File: src/rtl/store_buffer.sv
// Purpose : memory-stage store buffer. A circular FIFO of committed stores that drains to the
//           data cache in order; loads are checked against every buffered entry at word granularity.
// Latency : a store is offered on o_mem_* the cycle after it enqueues and is popped on the edge
//           where o_mem_valid & i_mem_ready.
// Backpressure: o_stall is raised for a store while the buffer is full (a same-cycle pop does not
//           relieve it), and for a matching load when forwarding is not built in.
// Build option: define STORE_BUFFER_FWD_EN to forward load data from the youngest matching entry.
//           Without it, a matching load stalls until every matching entry has drained.
// Ports   : clk/rst_n (async active-low); i_valid/i_mem_action/i_addr/i_data/i_stall/i_flush =
//           memory-stage op; o_stall = request to hazard control; o_fwd_hit/o_fwd_data = forwarding;
//           o_mem_valid/o_mem_addr/o_mem_data/i_mem_ready = drain to the cache; o_count = occupancy.
module store_buffer #(
    parameter int DEPTH      = 4,
    parameter int ADDR_WIDTH = 32,
    parameter int DATA_WIDTH = 32
) (
    input  logic                     clk,
    input  logic                     rst_n,
    input  logic                     i_valid,
    input  logic                     i_mem_action,
    input  logic [ADDR_WIDTH-1:0]    i_addr,
    input  logic [DATA_WIDTH-1:0]    i_data,
    input  logic                     i_stall,
    input  logic                     i_flush,
    output logic                     o_stall,
    output logic                     o_fwd_hit,
    output logic [DATA_WIDTH-1:0]    o_fwd_data,
    output logic                     o_mem_valid,
    output logic [ADDR_WIDTH-1:0]    o_mem_addr,
    output logic [DATA_WIDTH-1:0]    o_mem_data,
    input  logic                     i_mem_ready,
    output logic [$clog2(DEPTH):0]   o_count
);

    localparam int PTR_W = $clog2(DEPTH);
    localparam int CNT_W = PTR_W + 1;

    logic [ADDR_WIDTH-1:0] r_addr [DEPTH];
    logic [DATA_WIDTH-1:0] r_data [DEPTH];
    logic [DEPTH-1:0]      r_vld;
    logic [PTR_W-1:0]      r_head;
    logic [PTR_W-1:0]      r_tail;
    logic [CNT_W-1:0]      r_count;

    logic                  w_write;
    logic                  w_load;
    logic                  w_full;
    logic                  w_not_empty;
    logic                  w_push;
    logic                  w_pop;
    logic                  w_match;
    logic [DATA_WIDTH-1:0] w_match_data;
    logic                  w_hit;

    assign w_write     = i_valid & i_mem_action & ~i_flush;
    assign w_load      = i_valid & ~i_mem_action & ~i_flush;
    assign w_full      = (r_count == CNT_W'(DEPTH));
    assign w_not_empty = (r_count != '0);
    // Full is judged on the registered count only, so a pop in the same cycle never lets a
    // store in; it enters the cycle after the slot has actually been freed.
    assign w_push      = w_write & ~i_stall & ~w_full;
    assign w_pop       = w_not_empty & i_mem_ready;

    // Walk entries oldest to youngest; the last hit wins, giving the youngest matching store.
    // The head is included even if it is being popped this cycle.
    always_comb begin
        w_match      = 1'b0;
        w_match_data = '0;
        for (int k = 0; k < DEPTH; k++) begin
            if ((CNT_W'(k) < r_count) && r_vld[r_head + PTR_W'(k)] &&
                (r_addr[r_head + PTR_W'(k)][ADDR_WIDTH-1:2] == i_addr[ADDR_WIDTH-1:2])) begin
                w_match      = 1'b1;
                w_match_data = r_data[r_head + PTR_W'(k)];
            end
        end
    end

    assign w_hit = w_load & w_match;

`ifdef STORE_BUFFER_FWD_EN
    assign o_fwd_hit  = w_hit;
    assign o_fwd_data = w_hit ? w_match_data : '0;
    assign o_stall    = w_write & w_full;
`else
    assign o_fwd_hit  = 1'b0;
    assign o_fwd_data = '0;
    assign o_stall    = (w_write & w_full) | w_hit;
`endif

    // Head fields are gated by occupancy so they read zero while empty or held in reset.
    assign o_mem_valid = w_not_empty;
    assign o_mem_addr  = w_not_empty ? r_addr[r_head] : '0;
    assign o_mem_data  = w_not_empty ? r_data[r_head] : '0;
    assign o_count     = r_count;

    always_ff @(posedge clk or negedge rst_n) begin
        if (!rst_n) begin
            r_head  <= '0;
            r_tail  <= '0;
            r_count <= '0;
            r_vld   <= '0;
        end else begin
            if (w_pop) begin
                r_vld[r_head] <= 1'b0;
                r_head        <= r_head + 1'b1;
            end
            if (w_push) begin
                r_vld[r_tail] <= 1'b1;
                r_tail        <= r_tail + 1'b1;
            end
            case ({w_push, w_pop})
                2'b10:   r_count <= r_count + 1'b1;
                2'b01:   r_count <= r_count - 1'b1;
                default: r_count <= r_count;
            endcase
        end
    end

    // Payload storage needs no reset: it is only observed through valid, occupied entries.
    always_ff @(posedge clk) begin
        if (w_push) begin
            r_addr[r_tail] <= i_addr;
            r_data[r_tail] <= i_data;
        end
    end

endmodule

File: config.mk
export PLATFORM = sky130hd
export DESIGN_NAME = store_buffer
export DESIGN_NICKNAME = d
export VERILOG_FILES = /design/src/rtl/store_buffer.sv
export SDC_FILE = /design/constraint.sdc
export NUM_CORES = 1
export LEC_CHECK = 0
export ABC_CLOCK_PERIOD_IN_PS = 12000
export CORE_ASPECT_RATIO = 0.75
export CORE_MARGIN = 2
export CORE_UTILIZATION = 45
export CTS_CLUSTER_DIAMETER = 200
export DETAILED_ROUTE_END_ITERATION = 12
export DONT_BUFFER_PORTS = 1
export PLACE_DENSITY_LB_ADDON = 0.08
export SLEW_MARGIN = 20
export SYNTH_ARGS = -nofsm -noshare
export SYNTH_HDL_FRONTEND = slang
export SYNTH_SLANG_ARGS = --single-unit
export TNS_END_PERCENT = 1
File: constraint.sdc
create_clock -name clk -period 12 [get_ports clk]
set_clock_uncertainty 0.2 [all_clocks]
set_input_delay 2.4 -clock clk [delete_from_list [all_inputs] [get_ports clk]]
set_output_delay 2.4 -clock clk [all_outputs]
set_load 0.05 [all_outputs]
==> results of run 1 <==
-- flip-flops by register name, indices dropped and copies added, names as in the netlist --
register / flops
r_data: 128
r_vld: 4
r_tail: 2
r_addr: 128
r_head: 2
o_count: 3
-- cell usage in the layout (no fill, tap or decap), types with 8 or more instances in the layout --
| master | count |
|---|---|
| inv_1 | 16 |
| and2_1 | 61 |
| edfxtp_1 | 256 |
| mux2i_1 | 32 |
| ha_1 | 12 |
| mux4_2 | 137 |
| buf_4 | 9 |
| o21ai_0 | 8 |
| conb_1 | 33 |
| mux4_1 | 12 |
| xor2_1 | 50 |
| dfrtp_1 | 9 |
| nor4_1 | 18 |
| xnor2_1 | 61 |
| nand2_1 | 21 |
| nand4_1 | 14 |
| clkbuf_16 | 30 |
-- layer usage --
layer / routed length [um] / global-route usage
met5: 0 / 0
met4: 789 / 0.0480
met3: 3370 / 0.0751
met2: 16600 / 0.324
met1: 15300 / 0.301
-- final timing paths --
kind | cells after the start | start | slack, ps | endpoint
worst max-delay path | 9 | r_head[1] | 3180 | o_stall
worst min-delay path | 1 | r_vld[2] | 390 | r_vld[2]
worst max register to register | 7 | o_count[0] | 7870 | r_data[2][25]
worst min register to register | 1 | r_vld[2] | 390 | r_vld[2]
max in group asynchronous | 0 | rst_n | 10200 | r_head[0]
min in group asynchronous | 0 | rst_n | 1320 | o_count[0]
-- where the power goes --
| group | total, mW | switching, mW | internal [mW] |
|---|---|---|---|
| clock network | 0.910 | 0.369 | 0.541 |
| registers | 1.19 | 0.128 | 1.07 |
| logic | 2.23 | 1.40 | 0.838 |
-- worst max-delay path: cells and delay by family, from the launching register on --
| kind | cells | cell delay [ps] |
|---|---|---|
| AO/OA/AOI/OAI | 2 | 1210 |
| XOR/XNOR | 1 | 150 |
| adder cells (fa/ha/maj) | 1 | 640 |
| buffers and inverters | 2 | 910 |
| flip-flops | 1 | 1040 |
| multiplexers | 1 | 600 |
| AND/OR/NAND/NOR | 2 | 1040 |
-- cell families (layout without fill, tap and decap cells) --
| family | after synthesis | count (layout) | share of synthesized area |
|---|---|---|---|
| xor gates and xnor gates | 111 | 111 | 0.0663 |
| buffers and inverters | 106 | 80 | 0.0454 |
| adders and majority gates | 13 | 13 | 0.0111 |
| muxes | 182 | 182 | 0.255 |
| and+or+nand+nor | 139 | 139 | 0.0557 |
| other | 1 | 33 | 0.000256 |
| AOI/OAI and AO/OA | 47 | 47 | 0.0233 |
| DFF | 267 | 267 | 0.543 |
-- per-stage QoR --
step,cell area [um^2],instances,utilization,setup WS [ps],hold slack (ps)
CTS,15800,1314,0.491,3130,384
floorplan,14800,898,-,5110,294
finish,15800,1314,0.491,3180,386
detailed placement,14800,1261,0.460,3760,368
global placement,14800,1261,0.460,3850,335
global route,15800,1314,0.491,2880,394
-- area by class of cell --
type	instances	area, um^2
clock buffers	32	758
clock inverters	21	223
fillers	2727	16400
inverters	17	63.8
multi-input cells	525	6180
flip-flops and latches	267	7970
well taps	442	553
repair buffers	10	78.8
==> metrics.txt, run 1 <==
outcome=complete, no violations; FP Rows=57; DP Wirelength=23900 um; vias in the first global route=8202; Max Cap Viol=0; GPL Wtd Cong=0.899; min Tclk post-route=8820 ps; Slew headroom=0.320; synthesized area per cell=16.9 um^2; maximum vdd drop=0.000204 V; Tot Pwr=4.34 mW; Worst-path clk slew=60 ps; number of synthesized flops with an enable pin=256; Yosys cell types=50; Async SR Flop Fraction=0.0412; clk sinks=267; post-CTS sizing=0; Die Y=160 um; Core ar.=32200 um^2; flops & latches, synth=267; Synth top area share=0.525; Max Clk Rate=113 MHz; crit-path max FO=60; Pleak=5.11 nW; die area=34000 um^2; clk_lat worst skew=570 ps; maximum clock path buffer count=3; Post-CTS Hold Fix Bufs=0; Tcrit/Tclk final=0.735; cts bufs inserted=30; critical path type=reg2out; initial antenna violation count=0; cell taking the most area after synthesis=edfxtp_1; Post-Synthesis Cells=866; Synth area leaders=edfxtp_1 52%, mux4_2 21%, xnor2_1 3.6%, xor2_1 3.0%, and2_1 2.8%; worst stage delay on the critical path=1040 ps; Critical Path End Type=primary output; via count=8022; fraction of layout cells with a size suffix above 1=0.233; most numerous cell in the Yosys netlist=edfxtp_1; RSZ-0062 raised after global routing=no; Routed WL=36100 um; GRT overflow=0; Syn-to-layout area delta=7.96%; Synthesis Warnings=0; Worst Path Arrival=6220 ps; n_diodes=0; TNS Setup=0 ps; routed len/inst=27.5 um; pin count of the biggest net entering global routing=66; most common library cells after synthesis=256 x edfxtp_1, 137 x mux4_2, 65 x and2_1; Iter 0 DRT Violations=685; Boundary Pins=173; CP required=9400 ps; cells along the critical path=inv_1 > ha_4 > buf_4 > mux4_2 > xor2_1 > or4_1 > nor4_1 > a41oi_1 > a221oi_2; Post-CTS Setup Inserts=0; post-route DRC violation count=0; DRT antenna net count=0; initial core utilization=0.455; H-tree levels=1; Vias/cell=6.11; Critical-path top delay cell=dfrtp_4; Setup-failing EPs final=0; cell area after synthesis=14700 um^2; nets=935; power density over the cells=274 nW/um^2; final hold violations=0; clock tree root driver cell=clkbuf_16; CTS tree=built; critical path startpoint category=flop; Synth Flop Type=edfxtp_1; 1st-pass router iterations=5; share of the yosys chip area belonging to registers=0.543; Total Routing Usage GR=0.214; Worst Max-Slew Pin Slew=1010 ps; die span in x=212 um; number of I/O port buffers=0; global-route wire length before repair=53800 um; worst min path class=reg2reg; Final Max Tran Viols=0
Note: power is estimated with default switching activity, not from simulation.
==> run 2, diff against run 1 <==
ABC_CLOCK_PERIOD_IN_PS = 8150   (was 12000)
clock period = 8.15 ns   (was 12 ns; I/O delays follow)
==> run 2 against run 1 <==
Compared with the run above:
- flip-flop and latch count unchanged
- critical path type unchanged
- clock power increased by 34%
- largest power group unchanged
- power increased by 45%
- count of clock-buffer cells in the layout grew 2
- cell count is 0.15% lower
- critical path depth grew 2
==> metrics.txt, run 2 (synthesis results as in run 1) <==
dpl cells=1264 (+0.24%); fraction of layout cells with a size suffix above 1=0.229 (-0.00406); initial antenna violation count=0 (unchanged); maximum clock path buffer count=3 (unchanged); commonest non-fill, non-tap cell in the layout=edfxtp_1; n_diodes=0 (unchanged); via count=8081 (+0.74%); final hold violations=0 (unchanged); Crit path max-delay family=buffers and inverters; number of I/O port buffers=0 (unchanged); Die Y=160 um (unchanged); RSZ-0062 raised after global routing=no; Pleak=5.09 nW (-0.38%); Routed WL=36500 um (+1.1%); post-route DRC violation count=0 (unchanged); post-CTS sizing=0 (unchanged); Crit path buffers/inverters=3 (+1); Vias/cell=6.16 (+0.89%); worst stage delay on the critical path=940 ps (-100 ps); DRT antenna net count=0 (unchanged); Total Routing Usage GR=0.216 (+0.00178); Setup-failing EPs final=0 (unchanged); Tcrit/Tclk final=0.920; commonest non-fill, non-tap cells in the layout=256 x edfxtp_1, 137 x mux4_2, 61 x and2_1, 61 x xnor2_1, 50 x xor2_1; CTS tree=built; critical path type=reg2out; cells along the critical path=inv_1 > ha_4 > buf_4 > mux4_1 > xor2_1 > nor4_1 > nand4_1 > nor4_1 > a211oi_1 > a221oi_2 > buf_4; Tot Pwr=6.30 mW (+45%); clk_lat worst skew=550 ps (-20 ps); routed len/inst=27.8 um (+1.3%); initial core utilization=0.455 (unchanged); Final Max Tran Viols=0 (unchanged); H-tree levels=1 (unchanged); crit-path max FO=47 (-22%); Iter 0 DRT Violations=1000 (+46%); Boundary Pins=173 (unchanged); die area=34000 um^2 (unchanged); GPL Wtd Cong=0.856 (-4.8%); critical path startpoint category=flop; Post-CTS Hold Fix Bufs=0 (unchanged); maximum vdd drop=0.000263 V (+29%); vias in the first global route=8043 (-1.9%); nets=936 (+0.11%); 1st-pass router iterations=5 (unchanged); worst min path class=reg2reg; Max Clk Rate=133 MHz; Worst Path Arrival=5670 ps (-550 ps); cts bufs inserted=28 (-6.7%); pin count of the biggest net entering global routing=124 (+88%); Core ar.=32200 um^2 (unchanged); power density over the cells=400 nW/um^2 (+46%); outcome=complete, no violations; global-route wire length before repair=54000 um (+0.44%); Critical Path End Type=primary output; die span in x=212 um (unchanged); FP Rows=57 (unchanged); final std cells w/o fill=1312 (-0.15%); clock tree root driver cell=clkbuf_16; DP Wirelength=23700 um (-0.85%); min Tclk post-route=7500 ps; Syn-to-layout area delta=7.54%; clk sinks=267 (unchanged); GRT overflow=0 (unchanged); Largest regs=r_addr x128, r_data x128, r_vld x4; TNS Setup=0 ps (unchanged); Slew headroom=0.339 (+0.0196); Worst-path clk slew=60 ps (about the same); Max Cap Viol=0 (unchanged); Worst Max-Slew Pin Slew=986 ps (-29.2 ps); CP required=6320 ps (-3080 ps); Critical-path top delay cell=dfrtp_4; Post-CTS Setup Inserts=0 (unchanged)
run 2: final cells by class:
class	count	area [um^2]
clock buffers	34	744
well taps	442	553
inverters	17	63.8
repair buffers	13	138
flip-flops and latches	267	7970
clock inverters	14	116
multi-input cells	525	6180
fillers	2745	16500
run 2: where the power goes:
part           internal, mW  switching [mW]
Clock                 0.706           0.516
Combinational          1.25            2.10
Sequential             1.57           0.156
Total                  3.53            2.77
run 2: path summary, 6_finish.rpt:
path	cells past startpoint	slack, ps	endpoint	startpoint
min in group asynchronous	0	570	r_tail[1]	rst_n
max reg2reg	7	4080	r_data[1][28]	o_count[0]
max in group asynchronous	0	7100	r_head[1]	rst_n
min reg2reg	1	370	r_vld[2]	r_vld[2]
max	11	650	o_stall	r_head[0]
min	1	370	r_vld[2]	r_vld[2]
run 2: through the flow:
stage	util	worst slack (ps)	cell area, um^2	hold slack (ps)
after floorplan	-	2170	14800	294
after global placement	0.461	1360	14900	362
after detailed placement	0.462	1270	14900	344
after CTS	0.489	669	15800	359
after global routing	0.489	369	15800	387
final	0.489	653	15800	367
run 2: layer usage:
layer,part of all wire,vias to the layer above,track usage
met5,0,-,0
met4,0.011,0,0.0315
met3,0.10,32,0.0684
met2,0.46,328,0.321
met1,0.42,4338,0.321
li1,-,3383,-
==> run 3, diff against run 2 <==
CORE_MARGIN = 1.5   (was 2)
==> run 3 against run 2 <==
Compared with the run above:
- combinational power barely moved
- via count fell by 0.58%
- sequential power fell by 2%
- cell area rose by 1.7%
- global-route usage fell by 0.20 points
- utilization rose by 0.83 points
- setup slack improved by 560 ps
==> metrics.txt, run 3 (synthesis results as in run 1) <==
nets=938 (+0.21%); GRT overflow=0 (unchanged); routed len/inst=27.1 um (-2.4%); vias in the first global route=8227 (+2.3%); Final Max Tran Viols=0 (unchanged); Storage cell area=7970 um^2 (unchanged); die span in x=211 um (-0.47%); DRT antenna net count=0 (unchanged); Boundary Pins=173 (unchanged); Post-CTS Hold Fix Bufs=0 (unchanged); initial core utilization=0.455 (unchanged); via count=8034 (-0.58%); Critical Path End Type=primary output; DP Wirelength=23700 um (+0.12%); filler instances=2703 (-1.5%); Worst Max-Slew Pin Slew=1100 ps (+110 ps); final hold violations=0 (unchanged); Setup-failing EPs final=0 (unchanged); Largest regs=r_addr x128, r_data x128, r_vld x4; Core ar.=32200 um^2 (unchanged); clk sinks=267 (unchanged); Routed WL=35800 um (-2.0%); Die Y=159 um (-0.62%); pin count of the biggest net entering global routing=66 (-47%); Worst Path Arrival=5110 ps (-560 ps); Syn-to-layout area delta=9.36%; GPL Wtd Cong=0.881 (+2.9%); H-tree levels=1 (unchanged); Max Clk Rate=144 MHz (+8.1%); Slew headroom=0.270 (-0.0695); worst min path class=reg2reg; Critical-path top delay cell=dfrtp_4; critical path startpoint category=flop; post-CTS sizing=0 (unchanged); Tcrit/Tclk final=0.851 (-0.0687); clock tree root driver cell=clkbuf_16; fraction of layout cells with a size suffix above 1=0.243 (+0.0144); post-route DRC violation count=0 (unchanged); initial antenna violation count=1 (+1); Post-CTS Setup Inserts=0 (unchanged); cts bufs inserted=28 (unchanged); Vias/cell=6.10 (-1.0%); TNS Setup=0 ps (unchanged); global-route wire length before repair=53500 um (-1.0%); critical path type=reg2out; CP required=6320 ps (about the same); dpl cells=1265 (+0.079%); maximum vdd drop=0.000203 V (-23%); crit-path max FO=35 (-26%); final std cells w/o fill=1318 (+0.46%); power density over the cells=411 nW/um^2 (+2.8%); number of I/O port buffers=0 (unchanged); commonest non-fill, non-tap cell in the layout=edfxtp_1; Total Routing Usage GR=0.214 (-0.00199); die area=33700 um^2 (-1.1%); clk_lat worst skew=550 ps (about the same); Pleak=5.22 nW (+2.4%); worst stage delay on the critical path=740 ps (-200 ps); commonest non-fill, non-tap cells in the layout=256 x edfxtp_1, 137 x mux4_2, 61 x and2_1, 61 x xnor2_1, 50 x xor2_1; n_diodes=0 (unchanged); min Tclk post-route=6940 ps (-560 ps); 1st-pass router iterations=5 (unchanged); multi-input logic area=6180 um^2 (unchanged); RSZ-0062 raised after global routing=no; outcome=complete, no violations; FP Rows=57 (unchanged); Worst-path clk slew=70 ps (about the same); maximum clock path buffer count=3 (unchanged); Iter 0 DRT Violations=643 (-36%); Max Cap Viol=0 (unchanged); CTS tree=built; cells along the critical path=inv_1 > ha_4 > buf_12 > mux4_2 > xnor2_1 > nand4_1 > nor4_1 > a41oi_1 > a221oi_2 > buf_4
[run 3: cell count changes in the layout (fill, tap and decap cells not counted)]
cell / before / now
buf_6: 2 / 0
bufinv_16: 2 / 10
buf_4: 9 / 12
clkinv_1: 6 / 2
clkinv_4: 1 / 0
clkbuf_1: 5 / 1
clkinvlp_4: 0 / 3
clkbuf_8: 0 / 1
inv_6: 0 / 1
buf_12: 1 / 2
[run 3: worst max-delay path, delay by kind of cell, from the launching register on]
family / cells / cell delay, ps
buffers and inverters: 3 / 810
adders and majority gates: 1 / 730
muxes: 1 / 540
DFF: 1 / 740
xor gates and xnor gates: 1 / 210
and+or+nand+nor: 2 / 840
AOI/OAI and AO/OA: 2 / 610
[run 3: worst paths after layout]
kind / from / end / slack, ps / cells past startpoint
min reg2reg: r_vld[0] / r_vld[0] / 370 / 1
max reg2reg: o_count[0] / r_data[2][27] / 4060 / 7
max: r_head[1] / o_stall / 1210 / 10
max in group asynchronous: rst_n / r_head[1] / 7110 / 0
min in group asynchronous: rst_n / r_vld[3] / 560 / 0
min: r_vld[0] / r_vld[0] / 370 / 1
[run 3: layout make-up]
| cell class | instances | area share |
|---|---|---|
| inverters | 17 | 0.00398 |
| clock buffers | 31 | 0.0464 |
| multi-input cells | 525 | 0.385 |
| flip-flops and latches | 267 | 0.497 |
| well taps | 442 | 0.0345 |
| repair buffers | 15 | 0.00984 |
| clock inverters | 21 | 0.0227 |
[run 3: report_power, final]
part	total [mW]	switching (mW)	internal, mW
Clock	1.51	0.542	0.973
Sequential	1.69	0.117	1.57
Combinational	3.38	2.13	1.25
Total	6.59	2.79	3.80
[run 3: metal layers]
metal / part of all wire / GRT usage / wire length [um] / up-vias
met5: 0 / 0 / 0 / -
met4: 0.018 / 0.0406 / 626 / 0
li1: - / - / - / 3394
met2: 0.46 / 0.322 / 16400 / 348
met1: 0.43 / 0.311 / 15400 / 4248
met3: 0.093 / 0.0649 / 3320 / 44
[run 3: stage by stage]
step / worst slack, ps / cell area [um^2] / total power [mW] / hold WS [ps] / utilization
finish: 1210 / 16000 / 6.59 / 367 / 0.497
global route: 968 / 16000 / 6.86 / 385 / 0.497
CTS: 1220 / 16000 / 6.65 / 362 / 0.496
detailed placement: 1840 / 14900 / 5.11 / 346 / 0.462
global placement: 1890 / 14900 / 5.10 / 339 / 0.461
floorplan: 2170 / 14800 / 4.60 / 294 / -
==> edit: new RTL, flow settings as in run 3 <==
The parameter `DEPTH` goes from 4 to 2.
--- a/src/rtl/store_buffer.sv
+++ b/src/rtl/store_buffer.sv
@@ -12,3 +12,3 @@
 module store_buffer #(
-    parameter int DEPTH      = 4,
+    parameter int DEPTH      = 2,
     parameter int ADDR_WIDTH = 32,
Ports: changed (resized o_count); port bits go from 173 to 172. No check against the original RTL was run, so the function may have changed too.
==> edit against run 3 <==
Via count decreased by 58%; non-clock buffer count fell by 9; worst setup slack improved by 1.3 ns; sequential cell count fell by 133; final cell count fell by 51%; combinational power decreased by 64%; final area decreased by 56%; area after synthesis shrank 56%; power down 57%; wire length shrank 65%; largest cell class unchanged; highest routed layer unchanged.
==> edit: results (changes against run 3) <==
hp-start: "r_vld[1]"
clock_latency_ns: 0.40  # -0.15 ns
critPathTopFamily: "compound AO/OA/AOI/OAI gates"
placed_area_um2: 6440  # -57%
grt_pass1_wl_mm: 19.1  # -64%
reg2reg_depth: 6  # -1
leakagePower_nw: 2.67  # -49%
hold_end: "r_vld[1]"
reg.largest.list: "r_addr (64), r_data (64)"
multiInputGateArea_um2: 2170  # -65%
critical_path.startpoint: "r_head"
antenna_found_initial: 0  # -1
worstMarginPinSlew_ns: 1.13  # +0.0307 ns
synthDistinctLibCells: 25  # -50%
synth_edf_count: 128  # -50%
outcome: "finished, final reports clean"
routedWlPerCell_um: 19.6  # -28%
grt_pass1_vias: 3403  # -59%
reg2reg_to: "r_addr[1][12]"
vias_per_cell: 5.24  # -14%
netlist_top_cells_count: "128 x edfxtp_1, 96 x mux2i_1, 67 x nor2_1"
synth_area_leaders: "edfxtp_1 60%, mux2i_1 15%, xor2_1 5.3%"
final_net_count: 535  # -43%
first_iter_violations: 156  # -76%
cts_buffers: 17  # -39%
hpwlAfterDp_mm: 8.42  # -64%
p_switching_w: 0.00134  # -52%
ir_drop_mv: 0.167  # -18%
place_congestion: 0.708  # -20%
ys_seq_area_frac: 0.624  # +0.0806
worstPathArrival_ns: 3.81  # -1.30 ns
drive_gt1_frac: 0.0888  # -0.154
r2r_slack_ns: 4.52  # +0.46 ns
crit_fanout: 34  # -2.9%
clockBufferDepth: 2  # -1
n_fill_cell: 1176  # -56%
ys.warnings.count: 0  # unchanged
h-tree-depth: 4  # +3
grt.total_usage: 0.173  # -0.0406
async_flop_share: 0.0448  # +0.00358
slowest_delay_ns: 0.91  # +0.17 ns
drt_pass1_iterations: 4  # -1
-- edit: cell count changes after synthesis, moves of 12 or more --
cell,delta
mux4_2,-137
edfxtp_1,-128
and2_1,-65
mux2i_1,+64
nor2_1,+63
xnor2_1,-36
nand2_1,-19
clkbuf_1,-16
inv_1,-13
mux4_1,-12
-- edit: worst max-delay path by stage --
stage,end,cells past startpoint
3_3_place_gp,o_stall,7
2_1_floorplan,r_addr[0][0],4
4_1_cts,o_stall,7
3_5_place_dp,o_stall,7
5_1_grt,o_stall,7
6_report,o_stall,7
-- edit: per-stage QoR --
step	util	std cells	setup slack (ns)	total power [W]	hold WS [ns]
after floorplan	-	487	2.51	0.00199	0.268
after global placement	0.467	615	2.76	0.00211	0.303
after detailed placement	0.467	615	2.73	0.00211	0.300
after CTS	0.509	647	2.27	0.00286	0.313
after global routing	0.510	648	2.38	0.00295	0.345
final	0.510	648	2.51	0.00283	0.316
-- edit: layout make-up --
class | instances | area share
inverter | 4 | 0.00213
clock inverter | 15 | 0.0227
tap | 175 | 0.0311
timing repair buffer | 6 | 0.00817
clock buffer | 17 | 0.0604
sequential | 134 | 0.568
multi-input combinational | 297 | 0.308
-- edit: layer usage --
metal / part of all wire / track usage
met5: 0 / 0
met4: 0.0057 / 0.0469
met3: 0.087 / 0.0775
met2: 0.46 / 0.258
met1: 0.45 / 0.231
-- edit: logic make-up (layout without fill, tap and decap cells) --
logic type | after synthesis | count (layout) | share of synthesized area
mux | 96 | 96 | 0.150
buf+inv | 56 | 42 | 0.0590
fa+ha+maj | 4 | 4 | 0.00782
flops | 134 | 134 | 0.624
compound gates | 5 | 5 | 0.00528
xor+xnor | 64 | 64 | 0.0876
other cells | 1 | 33 | 0.000586
simple gates | 95 | 95 | 0.0657
-- edit: power by group through the flow --
stage          Sequential [W]  Combinational [W]  Clock (W)
2_1_floorplan        0.000844            0.00115          0
3_3_place_gp         0.000929            0.00118          0
3_5_place_dp         0.000932            0.00118          0
4_1_cts              0.000917            0.00118   0.000764
5_1_grt              0.000882            0.00128   0.000795
6_report             0.000874            0.00121   0.000745
